$ cat src/rtl/sobol_sng_pkg.sv
// Shared definitions for the Sobol stochastic number generator stage:
// default index width and the direction-vector tables for dims 0 and 1.
package sobol_sng_pkg;

  localparam int CNTWD_DEF = 8;

  // Direction numbers for dim 1. Each m[k] is odd and below 2^(k+1).
  localparam int M1 [8] = '{1, 3, 5, 15, 17, 51, 85, 255};

  // V[dim][k] for a w-bit generator.
  // dim 0 is the plain van der Corput bit-reversal basis.
  function automatic logic [63:0] dir_vec(
    input int dim,
    input int k,
    input int w
  );
    logic [63:0] m;
    m = (dim == 1) ? 64'(M1[k % 8]) : 64'd1;
    return m << (w - 1 - k);
  endfunction

endpackage

$ cat src/rtl/sobol_sng_stage_lsz_detect.sv
// Least-significant-zero priority encoder.
// Ports: cnt (index in), idx (position of lowest zero; CNTWD-1 if all ones).
module lsz_detect #(
  parameter int CNTWD = 8,
  parameter int IW    = (CNTWD > 1) ? $clog2(CNTWD) : 1
) (
  input  logic [CNTWD-1:0] cnt,
  output logic [IW-1:0]    idx
);

  // Scan from the top so the lowest zero wins. An all-ones index
  // falls through to CNTWD-1, which folds the state back to zero
  // on the same edge the upstream counter wraps.
  always_comb begin
    idx = IW'(CNTWD - 1);
    for (int i = CNTWD - 1; i >= 0; i--) begin
      if (!cnt[i]) idx = IW'(i);
    end
  end

endmodule

$ cat src/rtl/sobol_sng_stage.sv
// Sobol low-discrepancy RNG plus unary bitstream comparator.
// Ports: clk, rst_n (sync, active-low), enable, cnt_in, src -> rng_out, bit_out, bit_vld.
module sobol_sng_stage
  import sobol_sng_pkg::*;
#(
  parameter int CNTWD = CNTWD_DEF,
  parameter int DIM   = 0
) (
  input  logic             clk,
  input  logic             rst_n,
  input  logic             enable,
  input  logic [CNTWD-1:0] cnt_in,
  input  logic [CNTWD-1:0] src,
  output logic [CNTWD-1:0] rng_out,
  output logic             bit_out,
  output logic             bit_vld
);

  localparam int IW = (CNTWD > 1) ? $clog2(CNTWD) : 1;

  logic [CNTWD-1:0] sobol_q;
  logic [IW-1:0]    idx;
  logic [CNTWD-1:0] vsel;

  lsz_detect #(
    .CNTWD (CNTWD),
    .IW    (IW)
  ) u_lsz (
    .cnt (cnt_in),
    .idx (idx)
  );

  // Constant table lookup; folds to a small mux of literals.
  always_comb begin
    vsel = '0;
    for (int k = 0; k < CNTWD; k++) begin
      if (idx == IW'(k)) vsel = CNTWD'(dir_vec(DIM, k, CNTWD));
    end
  end

  always_ff @(posedge clk) begin
    if (!rst_n) begin
      sobol_q <= '0;
      bit_out <= 1'b0;
      bit_vld <= 1'b0;
    end else begin
      bit_vld <= enable;
      if (enable) begin
        sobol_q <= sobol_q ^ vsel;
        bit_out <= (src > sobol_q);
      end
    end
  end

  assign rng_out = sobol_q;

endmodule

$ cat config.mk
export PLATFORM = sky130hd
export DESIGN_NAME = sobol_sng_stage
export DESIGN_NICKNAME = d
export VERILOG_FILES = /design/src/rtl/sobol_sng_pkg.sv /design/src/rtl/sobol_sng_stage_lsz_detect.sv /design/src/rtl/sobol_sng_stage.sv
export SDC_FILE = /design/constraint.sdc
export NUM_CORES = 1
export LEC_CHECK = 0
export ABC_AREA = 1
export CORE_MARGIN = 1
export CORE_UTILIZATION = 30
export CTS_CLUSTER_DIAMETER = 40
export DETAILED_ROUTE_END_ITERATION = 16
export GPL_TIMING_DRIVEN = 0
export HOLD_SLACK_MARGIN = 0.03
export PLACE_DENSITY_LB_ADDON = 0.15
export SYNTH_ARGS = -nofsm -noshare
export SYNTH_HDL_FRONTEND = slang
export SYNTH_SLANG_ARGS = --single-unit
$ cat constraint.sdc
create_clock -name clk -period 1.74 [get_ports clk]
set_clock_uncertainty 0.05 [all_clocks]
set_input_delay 0.348 -clock clk [delete_from_list [all_inputs] [get_ports clk]]
set_output_delay 0.348 -clock clk [all_outputs]
set_load 0.02 [all_outputs]
; Yosys cells after proc, flatten, opt, wreduce, memory -nomap -nowiden
; Cells that the tools add are included.
[totals]
register_bits = 10
latch_bits = 0
ram_bits = 0
rom_bits = 0
in_bits = 19
wordCells = 28
n_memories = 0
[classes]
add_sub_neg = 0
n_mul = 0
div_mod_pow = 0
order_cmp = 1
n_eq_ne = 7
shifts = 0
n_mux = 15
bitwise = 1
reduce_logical = 1
[op_table]
columns = operator, count
row1 = $mux 8, 8
row2 = $eq 3x3->1 const B, 4
row3 = $mux 3, 4
row4 = $gt 8x8->1, 1
row5 = $xor 8x8->8, 1
row6 = $eq 3x2->1 const B, 2
row7 = $mux 2, 2
row8 = $eq 3x1->1 const B, 1
row9 = $logic_not 3->1, 1
row10 = $mux 1, 1

; Logic depth before layout (Yosys ltp)
[logic_depth]
depth_word = 17
mapped_depth = 11
depth_no_buf = 11

; Modules after synthesis
; Synthesis repeated with hierarchy kept, for this count alone.
[hier_totals]
cells_unflattened = 103
area_unflattened_um2 = 693.2
[modules_own_cells]
columns = mod, n_inst, cells_per_inst, area_each_um2, seq_area_each_um2
row1 = sobol_sng_stage, 1, 91, 641.9, 200.2
row2 = lsz_detect, 1, 12, 51.3, 0.0

; Worst setup path before layout
; OpenSTA, ideal clock, no wires.
[synth_timing]
path_kind = register -> register
start = register sobol_q[7], in the netlist rng_out[7]
end = register bit_out
setup_time_ns = 0.120
arrival_ns = 1.270
t_required_ns = 1.570
path_slack_ns = 0.300
path_stages_with_launch = 8
n_path_buf = 0
period_less_slack_ns = 1.440
path_cell_list = dfxtp_1 > inv_1 > ha_1 > nand2_1 > nor3_1 > nand3_1 > nand3_1 > a21oi_1
[synth_between]
elab_chain_len = 1
[synth_rtl]
columns = element, line
row1 = "start, declared", sobol_sng_stage.sv:21  ; logic [CNTWD-1:0] sobol_q;
row2 = "start signal, assigned", sobol_sng_stage.sv:49  ; sobol_q <= sobol_q ^ vsel;
row3 = $gt 8x8->1, sobol_sng_stage.sv:50  ; bit_out <= (src > sobol_q);
row4 = "end signal, assigned", sobol_sng_stage.sv:50
row5 = "end, declared", sobol_sng_stage.sv:15  ; output logic bit_out,
; No other way between the ends.
; A chain may end at the register's enable or synchronous reset.

; Worst setup path in the final report
[layout_timing]
start = register sobol_q[1], in the netlist rng_out[1]
end = output port rng_out[1]
[layout_lines]
columns = element, line
row1 = "end, declared", sobol_sng_stage.sv:14  ; output logic [CNTWD-1:0] rng_out,
; No word-level cell between the ends.

==> run_results.csv <==
group,metric,value,unit
outcome,run_status,"completed",
logic_synthesis,synth-main-ff-cell,"sky130_fd_sc_hd__dfxtp_1",
critical_path,worstReg2RegStart,"rng_out[7]",
hold_path,min-delay-path-class,"primary input to register",
route,drt_iter0_markers,4,
sta,finalSetupTns,0,ps
route,wl_per_cell,9.88,microns
route,tritonroute_pass_1_iters,4,
sta,post-route-min-period,1670,ps
logic_synthesis,yosysWarningCount,0,
placement,gpl.final_weighted_congestion,0.743,
sta,slew_headroom,82.9,%
critical_path,family_with_the_most_delay_on_the_worst_path,"buffers and inverters",
critical_path,worst-setup-path-type,"register to output port",
logic_synthesis,synth-seq-area-share,27.8,%
hold_path,hold-path-endpoint,"rng_out[7]",
cells_and_area,area_growth_syn_to_layout,44.9,%
hold_path,startpoint_of_the_most_critical_hold_path,"cnt_in[0]",
logic_synthesis,number_of_cells_produced_by_synthesis,104,
clocking,cts_sinks,10,
sta,setup_repair_after_global_routing_missed_its_margin,"no",
route,post_detailed_route_count_of_antenna_violating_nets,0,
critical_path,worstSetupStartpointType,"register",
logic_synthesis,yosys.cell_types.count,20,
placement,hpwlAfterDp,1310,microns
power_and_ir_drop,pwr_density_cell,534,nW/um^2
power_and_ir_drop,share_clk_of_total_power,27.9,%
die,io_pins,29,
logic_synthesis,synth-edff-count,0,
logic_synthesis,yosys_register_bits,10,
logic_synthesis,synth.cell_area,719,sq um
critical_path,r2r_cells,7,
power_and_ir_drop,finalPower,557,uW
flow_run,max_cap_violations,0,
global_route,largest_net_degree_at_the_start_of_global_routing,8,
cells_and_area,fraction_of_the_core_area_covered_by_cells_at_the_end_of_the_flow,46.7,%
power_and_ir_drop,power_switching,159,uW
placement,preCtsSetupSlack,-179,ps
global_route,via_count_of_the_first_global_routing_pass,653,
critical_path,cp_slowest_cell,"sky130_fd_sc_hd__clkdlybuf4s50_1",
critical_path,worst_path_largest_cell_delay,620,ps
clocking,cts.clk_slew.worst_paths,60,ps
clocking,clock_insertion_delay_worst_skew,260,ps
global_route,grt-ovfl-total,0,
critical_path,regToRegSetupSlack,350,ps
placement,placement.io_buffers,26,
sta,finalCritPeriodShare,96.1,%
clocking,ctsRootBufferMaster,"sky130_fd_sc_hd__clkbuf_4",
clocking,tritoncts,"yes",
global_route,grt_first_pass_wirelength,2620,microns
sta,fmax,0.598,GHz
global_route,grt.total_usage,13.7,%
power_and_ir_drop,p_seq_share,43.8,%
route,drc,0,
placement,placement.cell_area,1010,sq um
global_route,globalRoute.busiestLayer,"met2",
sta,worst_margin_pin_slew,255,ps
global_route,number_of_antenna_violations_at_the_first_check_in_global_routing,0,
critical_path,cp_max_fo,4,
cells_and_area,post_route_cells_drive_above_1_share,6.77,%
cells_and_area,nets,162,
power_and_ir_drop,power_leakage,0.000471,uW
sta,setup_viol,0,
clocking,cts-htree-levels,1,
critical_path,critPathRequiredTime,1340,ps
cells_and_area,antenna_cells,0,
critical_path,critical_path_arrival,1270,ps
global_route,grt.met3_usage,5.36,%
critical_path,cp_num_cells,1,
clocking,cts-buffers-inserted,3,
logic_synthesis,post_syn_area_per_cell,6.92,sq um
die,floorplan.initialDensity,32.2,%
die,design.core.area,2230,sq um
critical_path,critical_path.cell_chain,"clkdlybuf4s50_1",
critical_path,reg2reg_to,"bit_out",
critical_path,path_buf_inv,1,
power_and_ir_drop,vdd.ir_drop.worst,344,uV
sta,maxSlewViolCount,0,
route,drt-total-wl,1590,microns
global_route,met2_usage,23.5,%
die,floorplan.die_area,2600,sq um
power_and_ir_drop,comb_power_share,28.3,%
sta,final_hold_viol_count,0,
die,die_h,51.0,microns
die,rows,17,
die,die-width,51.0,microns
route,dr_total_vias,737,
critical_path,timing.critical_path.to_type,"output port",
logic_synthesis,synth-async-reset-ratio,0,%
route,viasPerCell,4.58,
sta,timing.final.ws_setup,67.5,ps
logic_synthesis,mappedNetlistNets,131,
power_and_ir_drop,switching_share,28.6,%
power_and_ir_drop,p_int,398,uW
global_route,use_met1,15.0,%
clocking,clk_path_buf_depth,2,
hold_path,min_path_cells,4,
cells_and_area,final_non_filler_cell_area,1040,sq um
clocking,setup_repair_bufs_after_cts,0,
## tightest hold or removal path: cells and delay by family
kind	cells	cell delay (ps)
and+or+nand+nor	1	50
xor gates and xnor gates	1	70
AOI/OAI and AO/OA	1	50
buffers and inverters	1	140
## metrics by stage
step	hold WS, ps	std cells
after floorplan	391	104
after global placement	416	158
after detailed placement	420	158
after CTS	385	161
after global routing	408	161
final	386	161
## state kept, by name, summed over array words and instances (netlist names)
signal   flops
bit_out      1
bit_vld      1
rng_out      8
## cell usage after synthesis (2+ instances only)
cell                       instances  share of area [%]
sky130_fd_sc_hd__a21oi_1           7                4.9
sky130_fd_sc_hd__nand4_1           6                5.2
sky130_fd_sc_hd__inv_2             2                1.0
sky130_fd_sc_hd__inv_1            18                9.4
sky130_fd_sc_hd__nand3_1           3                2.1
sky130_fd_sc_hd__dfxtp_1          10                 28
sky130_fd_sc_hd__ha_1              8                 14
sky130_fd_sc_hd__a31oi_1           2                1.7
sky130_fd_sc_hd__o21bai_1          3                3.1
sky130_fd_sc_hd__nor2_1            9                4.7
sky130_fd_sc_hd__nand2_1          27                 14
## logic make-up (layout without fill, tap and decap cells)
family	Yosys count	after routing	synth area share (%)
flops	10	10	27.8
fa+ha+maj	8	8	13.9
xor+xnor	2	2	2.44
simple gates	48	48	30.6
compound gates	15	15	13.7
buf+inv	21	50	11.5
## layout make-up
| cell class | count | area (sq um) |
|---|---|---|
| fillers | 247 | 1190 |
| multi-input cells | 73 | 437 |
| repair buffers | 26 | 265 |
| flip-flops and latches | 10 | 200 |
| inverters | 20 | 75.1 |
| well taps | 28 | 35.0 |
| clock buffers | 3 | 22.5 |
| plain buffers | 1 | 7.51 |
## worst max path at each step
stage / from / endpoint / slack [ps]
2_1_floorplan: rng_out[7] / bit_out / 300
3_3_place_gp: enable / rng_out[2] / -140
3_5_place_dp: enable / rng_out[2] / -180
4_1_cts: rng_out[5] / rng_out[5] / 40
5_1_grt: rng_out[7] / rng_out[7] / 20
6_report: rng_out[1] / rng_out[1] / 70
## layer usage
| layer | share of wire [%] | up-vias |
|---|---|---|
| li1 | - | 392 |
| met1 | 46 | 325 |
| met2 | 49 | 16 |
| met3 | 4.6 | 4 |
| met4 | 0.82 | 0 |
| met5 | 0 | - |
## power groups by stage
stage               logic (uW)  clock network [uW]  registers [uW]
finish                     157                 155             244
global route               176                 175             245
CTS                        160                 163             244
detailed placement         159                   0             249
global placement           156                   0             249
floorplan                 75.9                   0             259
## cell usage in the layout, fill, tap and decap left out, types with 3 or more instances in the layout
cell type / n
sky130_fd_sc_hd__nand4_1: 6
sky130_fd_sc_hd__nand3_1: 3
sky130_fd_sc_hd__inv_1: 18
sky130_fd_sc_hd__nand2_1: 27
sky130_fd_sc_hd__clkdlybuf4s50_1: 24
sky130_fd_sc_hd__dfxtp_1: 10
sky130_fd_sc_hd__a21oi_1: 7
sky130_fd_sc_hd__clkbuf_4: 3
sky130_fd_sc_hd__o21bai_1: 3
sky130_fd_sc_hd__nor2_1: 9
sky130_fd_sc_hd__ha_1: 8
## repair_timing
action / in CTS / in global routing
setup endpoints to repair: 0 / 2
hold buffers: 0 / 0
gates resized for setup: 0 / 2
Power figures use the tool's default switching activity.
